**config.mk**
```make
export PLATFORM = sky130hd
export DESIGN_NAME = multicycle_control_fsm
export DESIGN_NICKNAME = d
export VERILOG_FILES = /design/src/rtl/mips_ctrl_pkg.sv /design/src/rtl/mcfsm_output_decode.sv /design/src/rtl/multicycle_control_fsm.sv
export SDC_FILE = /design/constraint.sdc
export NUM_CORES = 1
export LEC_CHECK = 0
export CORE_AREA = 2 2 39 41
export DETAILED_ROUTE_END_ITERATION = 10
export DIE_AREA = 0 0 41 43
export DONT_BUFFER_PORTS = 1
export GPL_ROUTABILITY_DRIVEN = 1
export PLACE_DENSITY = 0.56
export SLEW_MARGIN = 25
export SYNTH_ARGS = -nofsm -noshare
export SYNTH_HDL_FRONTEND = slang
export SYNTH_SLANG_ARGS = --single-unit
export TNS_END_PERCENT = 50
```
**constraint.sdc**
```tcl
create_clock -name clk -period 3.7 [get_ports clk]
set_clock_uncertainty 0.05 [all_clocks]
set_input_delay 0.74 -clock clk [delete_from_list [all_inputs] [get_ports clk]]
set_output_delay 0.74 -clock clk [all_outputs]
set_load 0.01 [all_outputs]
```
**src/rtl/mips_ctrl_pkg.sv**
```systemverilog
// Shared definitions for the multicycle MIPS-subset control unit:
// state encoding, opcode constants, ALUOp / mux-select encodings and the
// raw (unqualified) control word produced by the state decoder.
package mips_ctrl_pkg;

  typedef enum logic [3:0] {
    S_FETCH    = 4'd0,
    S_DECODE   = 4'd1,
    S_MEMADR   = 4'd2,
    S_MEMREAD  = 4'd3,
    S_MEMWB    = 4'd4,
    S_MEMWRITE = 4'd5,
    S_EXECUTE  = 4'd6,
    S_ALUWB    = 4'd7,
    S_BEQ      = 4'd8,
    S_ADDIEX   = 4'd9,
    S_ADDIWB   = 4'd10,
    S_JUMP     = 4'd11
  } state_t;

  localparam logic [5:0] OP_LW    = 6'b100011;
  localparam logic [5:0] OP_SW    = 6'b101011;
  localparam logic [5:0] OP_RTYPE = 6'b000000;
  localparam logic [5:0] OP_BEQ   = 6'b000100;
  localparam logic [5:0] OP_ADDI  = 6'b001000;
  localparam logic [5:0] OP_J     = 6'b000010;

  localparam logic [1:0] ALUOP_ADD   = 2'b00;
  localparam logic [1:0] ALUOP_SUB   = 2'b01;
  localparam logic [1:0] ALUOP_FUNCT = 2'b10;

  localparam logic [1:0] SRCB_REG     = 2'b00;
  localparam logic [1:0] SRCB_FOUR    = 2'b01;
  localparam logic [1:0] SRCB_IMM     = 2'b10;
  localparam logic [1:0] SRCB_IMM_SH2 = 2'b11;

  localparam logic [1:0] PCSRC_ALURES = 2'b00;
  localparam logic [1:0] PCSRC_ALUOUT = 2'b01;
  localparam logic [1:0] PCSRC_JUMP   = 2'b10;

  // Moore control word, before qualification by MemReady / Zero / reset.
  typedef struct packed {
    logic       mem_to_reg;
    logic       reg_dst;
    logic       i_or_d;
    logic       alu_src_a;
    logic [1:0] alu_src_b;
    logic [1:0] pc_src;
    logic [1:0] alu_op;
    logic       ir_write;
    logic       mem_write;
    logic       reg_write;
    logic       pc_write;
    logic       branch;
    logic       mem_req;
  } ctrl_word_t;

  function automatic logic op_supported(input logic [5:0] op);
    return (op == OP_LW) || (op == OP_SW) || (op == OP_RTYPE) ||
           (op == OP_BEQ) || (op == OP_ADDI) || (op == OP_J);
  endfunction

endpackage

```
**src/rtl/mcfsm_output_decode.sv**
```systemverilog
// Purely combinational state -> control-word decode for the multicycle
// control FSM.
//   state_i : current FSM state
//   ctrl_o  : raw Moore control word (unqualified enables)
module mcfsm_output_decode
  import mips_ctrl_pkg::*;
(
  input  state_t     state_i,
  output ctrl_word_t ctrl_o
);

  always_comb begin
    ctrl_o = '0;
    ctrl_o.alu_src_b = SRCB_REG;
    ctrl_o.pc_src    = PCSRC_ALURES;
    ctrl_o.alu_op    = ALUOP_ADD;
    unique case (state_i)
      S_FETCH: begin
        ctrl_o.mem_req   = 1'b1;
        ctrl_o.alu_src_b = SRCB_FOUR;
        ctrl_o.ir_write  = 1'b1;
        ctrl_o.pc_write  = 1'b1;
      end
      S_DECODE: ctrl_o.alu_src_b = SRCB_IMM_SH2;
      S_MEMADR, S_ADDIEX: begin
        ctrl_o.alu_src_a = 1'b1;
        ctrl_o.alu_src_b = SRCB_IMM;
      end
      S_MEMREAD: begin
        ctrl_o.i_or_d  = 1'b1;
        ctrl_o.mem_req = 1'b1;
      end
      S_MEMWRITE: begin
        ctrl_o.i_or_d    = 1'b1;
        ctrl_o.mem_req   = 1'b1;
        ctrl_o.mem_write = 1'b1;
      end
      S_MEMWB: begin
        ctrl_o.reg_write  = 1'b1;
        ctrl_o.mem_to_reg = 1'b1;
      end
      S_EXECUTE: begin
        ctrl_o.alu_src_a = 1'b1;
        ctrl_o.alu_op    = ALUOP_FUNCT;
      end
      S_ALUWB: begin
        ctrl_o.reg_write = 1'b1;
        ctrl_o.reg_dst   = 1'b1;
      end
      S_ADDIWB: ctrl_o.reg_write = 1'b1;
      S_BEQ: begin
        ctrl_o.alu_src_a = 1'b1;
        ctrl_o.alu_op    = ALUOP_SUB;
        ctrl_o.pc_src    = PCSRC_ALUOUT;
        ctrl_o.branch    = 1'b1;
      end
      S_JUMP: begin
        ctrl_o.pc_src   = PCSRC_JUMP;
        ctrl_o.pc_write = 1'b1;
      end
      default: ctrl_o = '0;
    endcase
  end

endmodule

```
**src/rtl/multicycle_control_fsm.sv**
```systemverilog
// Main control FSM of the multicycle MIPS-subset core.
//   clk, reset            : clock, async active-high reset (to FETCH)
//   Op, Zero, MemReady    : opcode, ALU zero flag, memory-done handshake
//   MemtoReg..PCSrc,ALUOp : datapath mux selects / ALU function class
//   IRWrite..PCEn, MemReq : write enables and memory request
//   IllegalOp             : one-cycle pulse in DECODE for unsupported Op
module multicycle_control_fsm
  import mips_ctrl_pkg::*;
(
  input  logic       clk,
  input  logic       reset,
  input  logic [5:0] Op,
  input  logic       Zero,
  input  logic       MemReady,
  output logic       MemtoReg,
  output logic       RegDst,
  output logic       IorD,
  output logic       ALUSrcA,
  output logic [1:0] ALUSrcB,
  output logic [1:0] PCSrc,
  output logic [1:0] ALUOp,
  output logic       IRWrite,
  output logic       MemWrite,
  output logic       RegWrite,
  output logic       PCEn,
  output logic       MemReq,
  output logic       IllegalOp
);

  state_t     state_q, state_d;
  ctrl_word_t ctrl;
  logic       run;
  logic       pc_write_qual;

  always_ff @(posedge clk or posedge reset) begin
    if (reset) state_q <= S_FETCH;
    else       state_q <= state_d;
  end

  always_comb begin
    state_d = state_q;
    unique case (state_q)
      S_FETCH:    if (MemReady) state_d = S_DECODE;
      S_DECODE: begin
        case (Op)
          OP_LW, OP_SW: state_d = S_MEMADR;
          OP_RTYPE:     state_d = S_EXECUTE;
          OP_BEQ:       state_d = S_BEQ;
          OP_ADDI:      state_d = S_ADDIEX;
          OP_J:         state_d = S_JUMP;
          default:      state_d = S_FETCH;
        endcase
      end
      S_MEMADR:   state_d = (Op == OP_SW) ? S_MEMWRITE : S_MEMREAD;
      S_MEMREAD:  if (MemReady) state_d = S_MEMWB;
      S_MEMWRITE: if (MemReady) state_d = S_FETCH;
      S_EXECUTE:  state_d = S_ALUWB;
      S_ADDIEX:   state_d = S_ADDIWB;
      S_MEMWB, S_ALUWB, S_ADDIWB, S_BEQ, S_JUMP: state_d = S_FETCH;
      default:    state_d = S_FETCH;
    endcase
  end

  mcfsm_output_decode u_decode (
    .state_i (state_q),
    .ctrl_o  (ctrl)
  );

  // Reset gates every side effect combinationally so a write in flight is
  // killed in the same cycle reset rises, not at the next edge.
  assign run = ~reset;

  // Only the FETCH PC increment waits for memory; the JUMP write does not.
  assign pc_write_qual = ctrl.pc_write & ((state_q != S_FETCH) | MemReady);

  assign MemtoReg  = ctrl.mem_to_reg;
  assign RegDst    = ctrl.reg_dst;
  assign IorD      = ctrl.i_or_d;
  assign ALUSrcA   = ctrl.alu_src_a;
  assign ALUSrcB   = ctrl.alu_src_b;
  assign PCSrc     = ctrl.pc_src;
  assign ALUOp     = ctrl.alu_op;
  assign IRWrite   = run & ctrl.ir_write & MemReady;
  assign MemWrite  = run & ctrl.mem_write & MemReady;
  assign RegWrite  = run & ctrl.reg_write;
  assign PCEn      = run & (pc_write_qual | (ctrl.branch & Zero));
  assign MemReq    = run & ctrl.mem_req;
  assign IllegalOp = run & (state_q == S_DECODE) & ~op_supported(Op);

endmodule

```
==> flow_results.xml, run 1 <==
<?xml version="1.0" encoding="UTF-8"?>
<metrics>
  <group name="layout">
    <metric name="post_route_cells_drive_above_1_share" unit="">0.120</metric>
    <metric name="final_cell_area" unit="um2">572</metric>
    <metric name="finish.cell_count_without_fillers" unit="">91</metric>
    <metric name="post_synthesis_to_final_layout_area_growth" unit="%">1.56</metric>
    <metric name="finish.net_count" unit="">87</metric>
    <metric name="registers.top_by_ff_count" unit="">state_q</metric>
    <metric name="layout_top_registers" unit="">state_q x4</metric>
    <metric name="largest_register_ff_count" unit="">4</metric>
    <metric name="layout.filler_cells" unit="">146</metric>
    <metric name="ant_diodes" unit="">0</metric>
    <metric name="final_cell_mix" unit="">9 x sky130_fd_sc_hd__a21oi_1, 9 x sky130_fd_sc_hd__nor3_1, 6 x sky130_fd_sc_hd__nor2_1, 6 x sky130_fd_sc_hd__nand2b_1</metric>
  </group>
  <group name="synth">
    <metric name="synth_largest_type_area_fraction" unit="">0.178</metric>
    <metric name="synth_top_area_cell" unit="">sky130_fd_sc_hd__dfrtp_1</metric>
    <metric name="synth.avg_cell_area" unit="um2">7.22</metric>
    <metric name="number_of_storage_elements_in_the_synthesis_netlist" unit="">4</metric>
    <metric name="syn-num-nets" unit="">88</metric>
    <metric name="sequential_area_share_after_synthesis" unit="">0.178</metric>
    <metric name="synth_top_cells_by_area" unit="">sky130_fd_sc_hd__dfrtp_1 18%, sky130_fd_sc_hd__a21oi_1 8.0%, sky130_fd_sc_hd__nor3_1 8.0%</metric>
    <metric name="synth_area" unit="um2">563</metric>
    <metric name="yosys_warnings" unit="">0</metric>
    <metric name="netlist_cell_types" unit="">32</metric>
    <metric name="synthCells" unit="">78</metric>
  </group>
  <group name="pwr">
    <metric name="seq_power_share" unit="">0.320</metric>
    <metric name="max-vdd-ir-drop" unit="uV">326</metric>
    <metric name="static-leakage-power" unit="uW">0.000203</metric>
    <metric name="netSwitchingPower" unit="uW">169</metric>
    <metric name="power_report.internal_total" unit="uW">167</metric>
    <metric name="switching_share" unit="">0.504</metric>
    <metric name="combPwrFrac" unit="">0.523</metric>
    <metric name="power_frac_clock" unit="">0.157</metric>
    <metric name="power.density_cell_area" unit="mW/mm2">588</metric>
  </group>
  <group name="grt">
    <metric name="global_route_wire_length_before_repair" unit="um">2220</metric>
    <metric name="antenna_found_initial" unit="">0</metric>
    <metric name="grt_pass1_vias" unit="">491</metric>
    <metric name="grt_overflow" unit="">0</metric>
    <metric name="global_route.usage.total" unit="">0.183</metric>
    <metric name="grt_start_max_net_pins" unit="">18</metric>
  </group>
  <group name="min_path">
    <metric name="timing.hold.worst.class" unit="">input pin to async pin</metric>
  </group>
  <group name="die">
    <metric name="floorplan.initialDensity" unit="">0.407</metric>
    <metric name="core-area" unit="mm2">0.00138</metric>
    <metric name="design.portCount" unit="">26</metric>
    <metric name="die_h" unit="um">43</metric>
    <metric name="die_width" unit="um">41</metric>
    <metric name="fp-row-count" unit="">14</metric>
    <metric name="die_area" unit="mm2">0.00176</metric>
  </group>
  <group name="worst_setup_path">
    <metric name="critical_path_class" unit="">flip-flop to output pin</metric>
    <metric name="cp.buffers_inverters" unit="">0</metric>
    <metric name="worstSetupStartpoint" unit="">state_q[1]$_DFFE_PP0P_</metric>
    <metric name="timing.critical_path.slowest_stage_cell" unit="">sky130_fd_sc_hd__nor3_1</metric>
    <metric name="path_max_fanout" unit="">14</metric>
    <metric name="crit_arrival" unit="ps">1940</metric>
    <metric name="worst_r2r_startpoint" unit="">state_q[2]$_DFFE_PP0P_</metric>
    <metric name="worst_setup_path_start_kind" unit="">flip-flop</metric>
    <metric name="endpoint_kind" unit="">output pin</metric>
    <metric name="critical_path.cell_chain" unit="">nand2b_1, nor3_1, a21oi_1, o21bai_1</metric>
    <metric name="worst_ep_required_time" unit="ps">2910</metric>
    <metric name="worst_path_largest_cell_delay" unit="ps">560</metric>
    <metric name="critical-path-top-delay-family" unit="">simple AND/OR/NAND/NOR gates</metric>
  </group>
  <group name="timing">
    <metric name="fmax" unit="MHz">366</metric>
    <metric name="slew_viol_final" unit="">0</metric>
    <metric name="total_setup_violations_reported_at_the_end_of_the_flow" unit="">0</metric>
    <metric name="fin_tns_setup" unit="ps">0</metric>
    <metric name="hold_viol" unit="">0</metric>
    <metric name="post-route-min-period" unit="ps">2730</metric>
    <metric name="tightestPinTransition" unit="ps">711</metric>
    <metric name="rsz0062_at_grt" unit="">false</metric>
    <metric name="slew-limit-headroom" unit="">0.522</metric>
    <metric name="final_worst_path_setup_slack" unit="ps">967</metric>
    <metric name="post-route-period-util" unit="">0.739</metric>
  </group>
  <group name="clocking">
    <metric name="cts-root-buf" unit="">sky130_fd_sc_hd__clkbuf_4</metric>
    <metric name="worstSkewPairLatency" unit="ps">230</metric>
    <metric name="cts-hold-fix-buffers" unit="">0</metric>
    <metric name="clock_transition_at_path_regs" unit="ps">40</metric>
    <metric name="cts-resized-gates" unit="">0</metric>
    <metric name="cts_tree" unit="">yes</metric>
    <metric name="ctsHtreeMaxLevel" unit="">1</metric>
    <metric name="cts_num_sinks" unit="">4</metric>
    <metric name="clk_path_buf_depth" unit="">2</metric>
    <metric name="cts_post_setup_buffers_inserted" unit="">0</metric>
    <metric name="number_of_buffers_inserted_during_clock_tree_synthesis" unit="">3</metric>
  </group>
  <group name="routing">
    <metric name="vias" unit="">556</metric>
    <metric name="drt_iter0_drc" unit="">7</metric>
    <metric name="totalWireLength" unit="um">1350</metric>
    <metric name="number_of_search_and_repair_iterations_in_the_first_detailed_routing_pass" unit="">4</metric>
    <metric name="detail-route-antenna-nets" unit="">0</metric>
    <metric name="avgRoutedWirePerCell" unit="um">14.8</metric>
    <metric name="avgViaCountPerCell" unit="">6.11</metric>
    <metric name="drcViolationCount" unit="">0</metric>
  </group>
  <group name="outcome">
    <metric name="status" unit="">complete, no violations</metric>
  </group>
  <group name="place">
    <metric name="detailed_placer_s_ending_hpwl" unit="um">1010</metric>
    <metric name="place_area" unit="um2">549</metric>
    <metric name="numPlacedInstances" unit="">88</metric>
    <metric name="port_buffers" unit="">0</metric>
    <metric name="finalWeightedCongestion" unit="">0.768</metric>
    <metric name="placement.setup.worst_slack" unit="ps">1220</metric>
  </group>
  <group name="flow_run">
    <metric name="max_cap_viols" unit="">0</metric>
  </group>
</metrics>
==> power groups by stage <==
stage	clock [uW]	combinational [uW]	sequential, uW
after CTS	56.1	177	107
after detailed placement	0	177	108
after floorplan	0	191	70.1
after global routing	62.4	199	114
final	52.8	176	108
after global placement	0	177	106
==> path summary, 6_finish.rpt <==
path / to / slack, ps / cells after the start
min in group clk: state_q[0]$_DFFE_PP0P_ / 650 / 1
worst max-delay path: PCEn / 970 / 4
worst max register to register: state_q[0]$_DFFE_PP0P_ / 2220 / 4
max in group asynchronous: state_q[2]$_DFFE_PP0P_ / 3230 / 1
worst min-delay path: state_q[0]$_DFFE_PP0P_ / 220 / 1
worst min register to register: state_q[0]$_DFFE_PP0P_ / 650 / 1
==> cells by family (layout without fill, tap and decap cells) <==
group,count (synthesis),in the layout,synth area share
AOI/OAI and AO/OA,25,25,0.296
xor gates and xnor gates,3,3,0.0467
buffers and inverters,10,7,0.0866
DFF,4,4,0.178
and+or+nand+nor,36,36,0.393
==> cell usage after synthesis <==
| master | n |
|---|---|
| sky130_fd_sc_hd__a21oi_1 | 9 |
| sky130_fd_sc_hd__nor3_1 | 9 |
| sky130_fd_sc_hd__nand2b_1 | 6 |
| sky130_fd_sc_hd__nor2_1 | 6 |
| sky130_fd_sc_hd__dfrtp_1 | 4 |
| sky130_fd_sc_hd__o21ai_0 | 4 |
| sky130_fd_sc_hd__and3_1 | 3 |
| sky130_fd_sc_hd__buf_2 | 3 |
| sky130_fd_sc_hd__inv_1 | 3 |
| sky130_fd_sc_hd__nand2_1 | 3 |
| sky130_fd_sc_hd__o21ai_1 | 3 |
| sky130_fd_sc_hd__xor2_1 | 3 |
| sky130_fd_sc_hd__buf_4 | 2 |
| sky130_fd_sc_hd__o21bai_1 | 2 |
| sky130_fd_sc_hd__a311o_1 | 1 |
| sky130_fd_sc_hd__a31o_1 | 1 |
| sky130_fd_sc_hd__a32oi_1 | 1 |
| sky130_fd_sc_hd__a41oi_1 | 1 |
| sky130_fd_sc_hd__a41oi_2 | 1 |
| sky130_fd_sc_hd__and3_4 | 1 |
| sky130_fd_sc_hd__clkbuf_1 | 1 |
| sky130_fd_sc_hd__inv_2 | 1 |
| sky130_fd_sc_hd__nand4_1 | 1 |
| sky130_fd_sc_hd__nor2b_1 | 1 |
| sky130_fd_sc_hd__nor3_4 | 1 |
| sky130_fd_sc_hd__nor3b_1 | 1 |
| sky130_fd_sc_hd__nor4_2 | 1 |
| sky130_fd_sc_hd__o211ai_1 | 1 |
| sky130_fd_sc_hd__o221a_1 | 1 |
| sky130_fd_sc_hd__or2_1 | 1 |
| sky130_fd_sc_hd__or3b_1 | 1 |
| sky130_fd_sc_hd__or4_4 | 1 |
==> metal layers <==
layer	share of wire	global-route usage	up-vias
met5	0	0	-
met4	0	0.0200	0
met3	0.092	0.0838	0
met2	0.45	0.256	23
met1	0.45	0.263	253
li1	-	-	280
==> area by class of cell <==
type	count	area, um2	share of cell area
clock buffer	3	22.5	0.0394
sequential	4	100	0.175
tap	16	20.0	0.0350
multi-input combinational	64	414	0.724
inverter	4	15.0	0.0263
==> stage by stage <==
| stage | power, uW | hold slack, ps | utilization |
|---|---|---|---|
| final | 336 | 224 | 0.413 |
| after global routing | 376 | 217 | 0.413 |
| after CTS | 341 | 222 | 0.413 |
| after detailed placement | 285 | 473 | 0.397 |
| after global placement | 284 | 468 | 0.397 |
| after floorplan | 261 | 456 | - |
No activity file was read; power rests on OpenSTA's default activity.
==> run 2: changes to the inputs <==
--- a/config.mk
+++ b/config.mk
@@ -10,7 +10,7 @@
 export DIE_AREA = 0 0 41 43
 export DONT_BUFFER_PORTS = 1
 export GPL_ROUTABILITY_DRIVEN = 1
-export PLACE_DENSITY = 0.56
+export PLACE_DENSITY = 0.58
 export SLEW_MARGIN = 25
 export SYNTH_ARGS = -nofsm -noshare
 export SYNTH_HDL_FRONTEND = slang
==> constraint.sdc (replaced) <==
create_clock -name clk -period 2.5 [get_ports clk]
set_clock_uncertainty 0.05 [all_clocks]
set_input_delay 0.5 -clock clk [delete_from_list [all_inputs] [get_ports clk]]
set_output_delay 0.5 -clock clk [all_outputs]
set_load 0.01 [all_outputs]
==> run 2 against run 1 <==
  * Cell count rose by 4.4%
  * Sequential power grew 34%
  * Flip-flop and latch count is the same
  * Final area rose by 5.7%
  * Critical path depth decreased by 1
  * Global-route usage decreased by 0.52 points
  * Count of clock-buffer cells in the layout unchanged
  * Power rose by 49%
  * Worst setup slack lost 750 ps
  * Largest power group unchanged
==> flow_results.xml, run 2 (synthesized netlist as in run 1, its figures left out) <==
<?xml version="1.0" encoding="UTF-8"?>
<metrics>
  <group name="grt">
    <metric name="global_route.usage.total" unit="">0.178</metric>
    <metric name="antenna_found_initial" unit="">0</metric>
    <metric name="global_route_wire_length_before_repair" unit="um">2170</metric>
    <metric name="grt_start_max_net_pins" unit="">17</metric>
    <metric name="grt_overflow" unit="">0</metric>
    <metric name="grt_pass1_vias" unit="">529</metric>
  </group>
  <group name="worst_setup_path">
    <metric name="worst_r2r_startpoint" unit="">state_q[2]$_DFFE_PP0P_</metric>
    <metric name="endpoint_kind" unit="">output pin</metric>
    <metric name="r2r.worst_path.cells" unit="">4</metric>
    <metric name="crit_arrival" unit="ps">1730</metric>
    <metric name="ff2ff_setup_slack" unit="ps">1010</metric>
    <metric name="path_max_fanout" unit="">14</metric>
    <metric name="worst_setup_path_start_kind" unit="">flip-flop</metric>
    <metric name="critical_path_class" unit="">flip-flop to output pin</metric>
    <metric name="worst_ep_required_time" unit="ps">1950</metric>
    <metric name="worstSetupStartpoint" unit="">state_q[1]$_DFFE_PP0P_</metric>
  </group>
  <group name="die">
    <metric name="die_area" unit="mm2">0.00176</metric>
    <metric name="core-area" unit="mm2">0.00138</metric>
    <metric name="floorplan.initialDensity" unit="">0.407</metric>
    <metric name="fp-row-count" unit="">14</metric>
    <metric name="die_width" unit="um">41</metric>
    <metric name="design.portCount" unit="">26</metric>
    <metric name="die_h" unit="um">43</metric>
  </group>
  <group name="clocking">
    <metric name="number_of_buffers_inserted_during_clock_tree_synthesis" unit="">3</metric>
    <metric name="worstSkewPairLatency" unit="ps">230</metric>
    <metric name="cts-resized-gates" unit="">0</metric>
    <metric name="ctsHtreeMaxLevel" unit="">1</metric>
    <metric name="clock_transition_at_path_regs" unit="ps">40</metric>
    <metric name="clk_path_buf_depth" unit="">2</metric>
    <metric name="cts-root-buf" unit="">sky130_fd_sc_hd__clkbuf_4</metric>
    <metric name="cts_num_sinks" unit="">4</metric>
    <metric name="cts_tree" unit="">yes</metric>
  </group>
  <group name="routing">
    <metric name="totalWireLength" unit="um">1390</metric>
    <metric name="detail-route-antenna-nets" unit="">0</metric>
    <metric name="number_of_search_and_repair_iterations_in_the_first_detailed_routing_pass" unit="">4</metric>
    <metric name="avgViaCountPerCell" unit="">6.19</metric>
    <metric name="avgRoutedWirePerCell" unit="um">14.6</metric>
    <metric name="drcViolationCount" unit="">0</metric>
    <metric name="drt_iter0_drc" unit="">10</metric>
    <metric name="vias" unit="">588</metric>
  </group>
  <group name="layout">
    <metric name="registers.top_by_ff_count" unit="">state_q</metric>
    <metric name="final_cell_area" unit="um2">604</metric>
    <metric name="ant_diodes" unit="">0</metric>
    <metric name="post_synthesis_to_final_layout_area_growth" unit="%">7.33</metric>
    <metric name="finish.net_count" unit="">91</metric>
    <metric name="layout.filler_cells" unit="">158</metric>
    <metric name="post_route_cells_drive_above_1_share" unit="">0.152</metric>
    <metric name="layout_top_registers" unit="">state_q x4</metric>
    <metric name="final_cell_mix" unit="">9 x sky130_fd_sc_hd__a21oi_1, 9 x sky130_fd_sc_hd__nor3_1, 6 x sky130_fd_sc_hd__nor2_1, 6 x sky130_fd_sc_hd__nand2b_1</metric>
    <metric name="finish.cell_count_without_fillers" unit="">95</metric>
    <metric name="largest_register_ff_count" unit="">4</metric>
  </group>
  <group name="timing">
    <metric name="slew_viol_final" unit="">0</metric>
    <metric name="rsz0062_at_grt" unit="">false</metric>
    <metric name="post-route-min-period" unit="ps">2280</metric>
    <metric name="slew-limit-headroom" unit="">0.703</metric>
    <metric name="total_setup_violations_reported_at_the_end_of_the_flow" unit="">0</metric>
    <metric name="post-route-period-util" unit="">0.911</metric>
    <metric name="fin_tns_setup" unit="ps">0</metric>
    <metric name="final_worst_path_setup_slack" unit="ps">221</metric>
    <metric name="hold_viol" unit="">0</metric>
    <metric name="fmax" unit="MHz">439</metric>
    <metric name="tightestPinTransition" unit="ps">445</metric>
  </group>
  <group name="place">
    <metric name="finalWeightedCongestion" unit="">0.899</metric>
    <metric name="placement.setup.worst_slack" unit="ps">452</metric>
    <metric name="port_buffers" unit="">0</metric>
    <metric name="numPlacedInstances" unit="">91</metric>
    <metric name="place_area" unit="um2">572</metric>
    <metric name="detailed_placer_s_ending_hpwl" unit="um">1040</metric>
  </group>
  <group name="min_path">
    <metric name="timing.hold.worst.class" unit="">input pin to flip-flop</metric>
    <metric name="timing.hold.worst_path_depth" unit="">3</metric>
    <metric name="launch_instance_of_the_worst_min_delay_path" unit="">Op[5]</metric>
  </group>
  <group name="pwr">
    <metric name="switching_share" unit="">0.489</metric>
    <metric name="post-layout-total-power" unit="uW">501</metric>
    <metric name="static-leakage-power" unit="uW">0.000223</metric>
    <metric name="power.density_cell_area" unit="mW/mm2">829</metric>
    <metric name="power_frac_clock" unit="">0.153</metric>
    <metric name="combPwrFrac" unit="">0.558</metric>
    <metric name="netSwitchingPower" unit="uW">245</metric>
    <metric name="max-vdd-ir-drop" unit="uV">313</metric>
    <metric name="power_report.internal_total" unit="uW">256</metric>
    <metric name="seq_power_share" unit="">0.289</metric>
  </group>
  <group name="outcome">
    <metric name="status" unit="">complete, no violations</metric>
  </group>
  <group name="flow_run">
    <metric name="max_cap_viols" unit="">0</metric>
  </group>
</metrics>
==> run 2: what timing repair did <==
item,in CTS,in global routing
hold buffers,1,0
setup buffers,0,0
hold endpoints to repair,4,0
==> run 2: metal layers <==
layer / GRT usage / up-vias / share of wire
li1: - / 290 / -
met1: 0.236 / 271 / 0.44
met2: 0.263 / 25 / 0.46
met3: 0.0419 / 2 / 0.089
met4: 0.0800 / 0 / 0.010
met5: 0 / - / 0
==> run 2: final timing paths <==
path / end
max: PCEn
min: state_q[3]$_DFFE_PP0P_
max reg2reg: state_q[2]$_DFFE_PP0P_
min reg2reg: state_q[0]$_DFFE_PP0P_
max in group asynchronous: state_q[2]$_DFFE_PP0P_
min in group asynchronous: state_q[1]$_DFFE_PP0P_
==> run 2: stage by stage <==
stage                util  hold slack, ps
floorplan               -             216
global placement    0.413             229
detailed placement  0.413             229
CTS                 0.437             464
global route        0.437             517
finish              0.437             466
==> run 2: critical path, stage by stage (launching register included) <==
cell and delay [ps]:
sky130_fd_sc_hd__dfrtp_1 500, sky130_fd_sc_hd__or4_4 610, sky130_fd_sc_hd__nor3_4 190, sky130_fd_sc_hd__o21bai_1 200
==> run 2: power groups by stage <==
stage          registers [uW]  clock network (uW)  logic, uW
3_3_place_gp              146                   0        279
3_5_place_dp              146                   0        279
2_1_floorplan             104                   0        283
6_report                  145                76.6        280
5_1_grt                   154                85.4        313
4_1_cts                   146                79.7        280
==> run 2: final cells by class <==
class	instances	area, um2	share of cell area
clock buffers	3	22.5	0.0373
inverters	4	15.0	0.0248
multi-input cells	64	414	0.685
flip-flops and latches	4	100	0.166
well taps	16	20.0	0.0331
repair buffers	4	32.5	0.0538
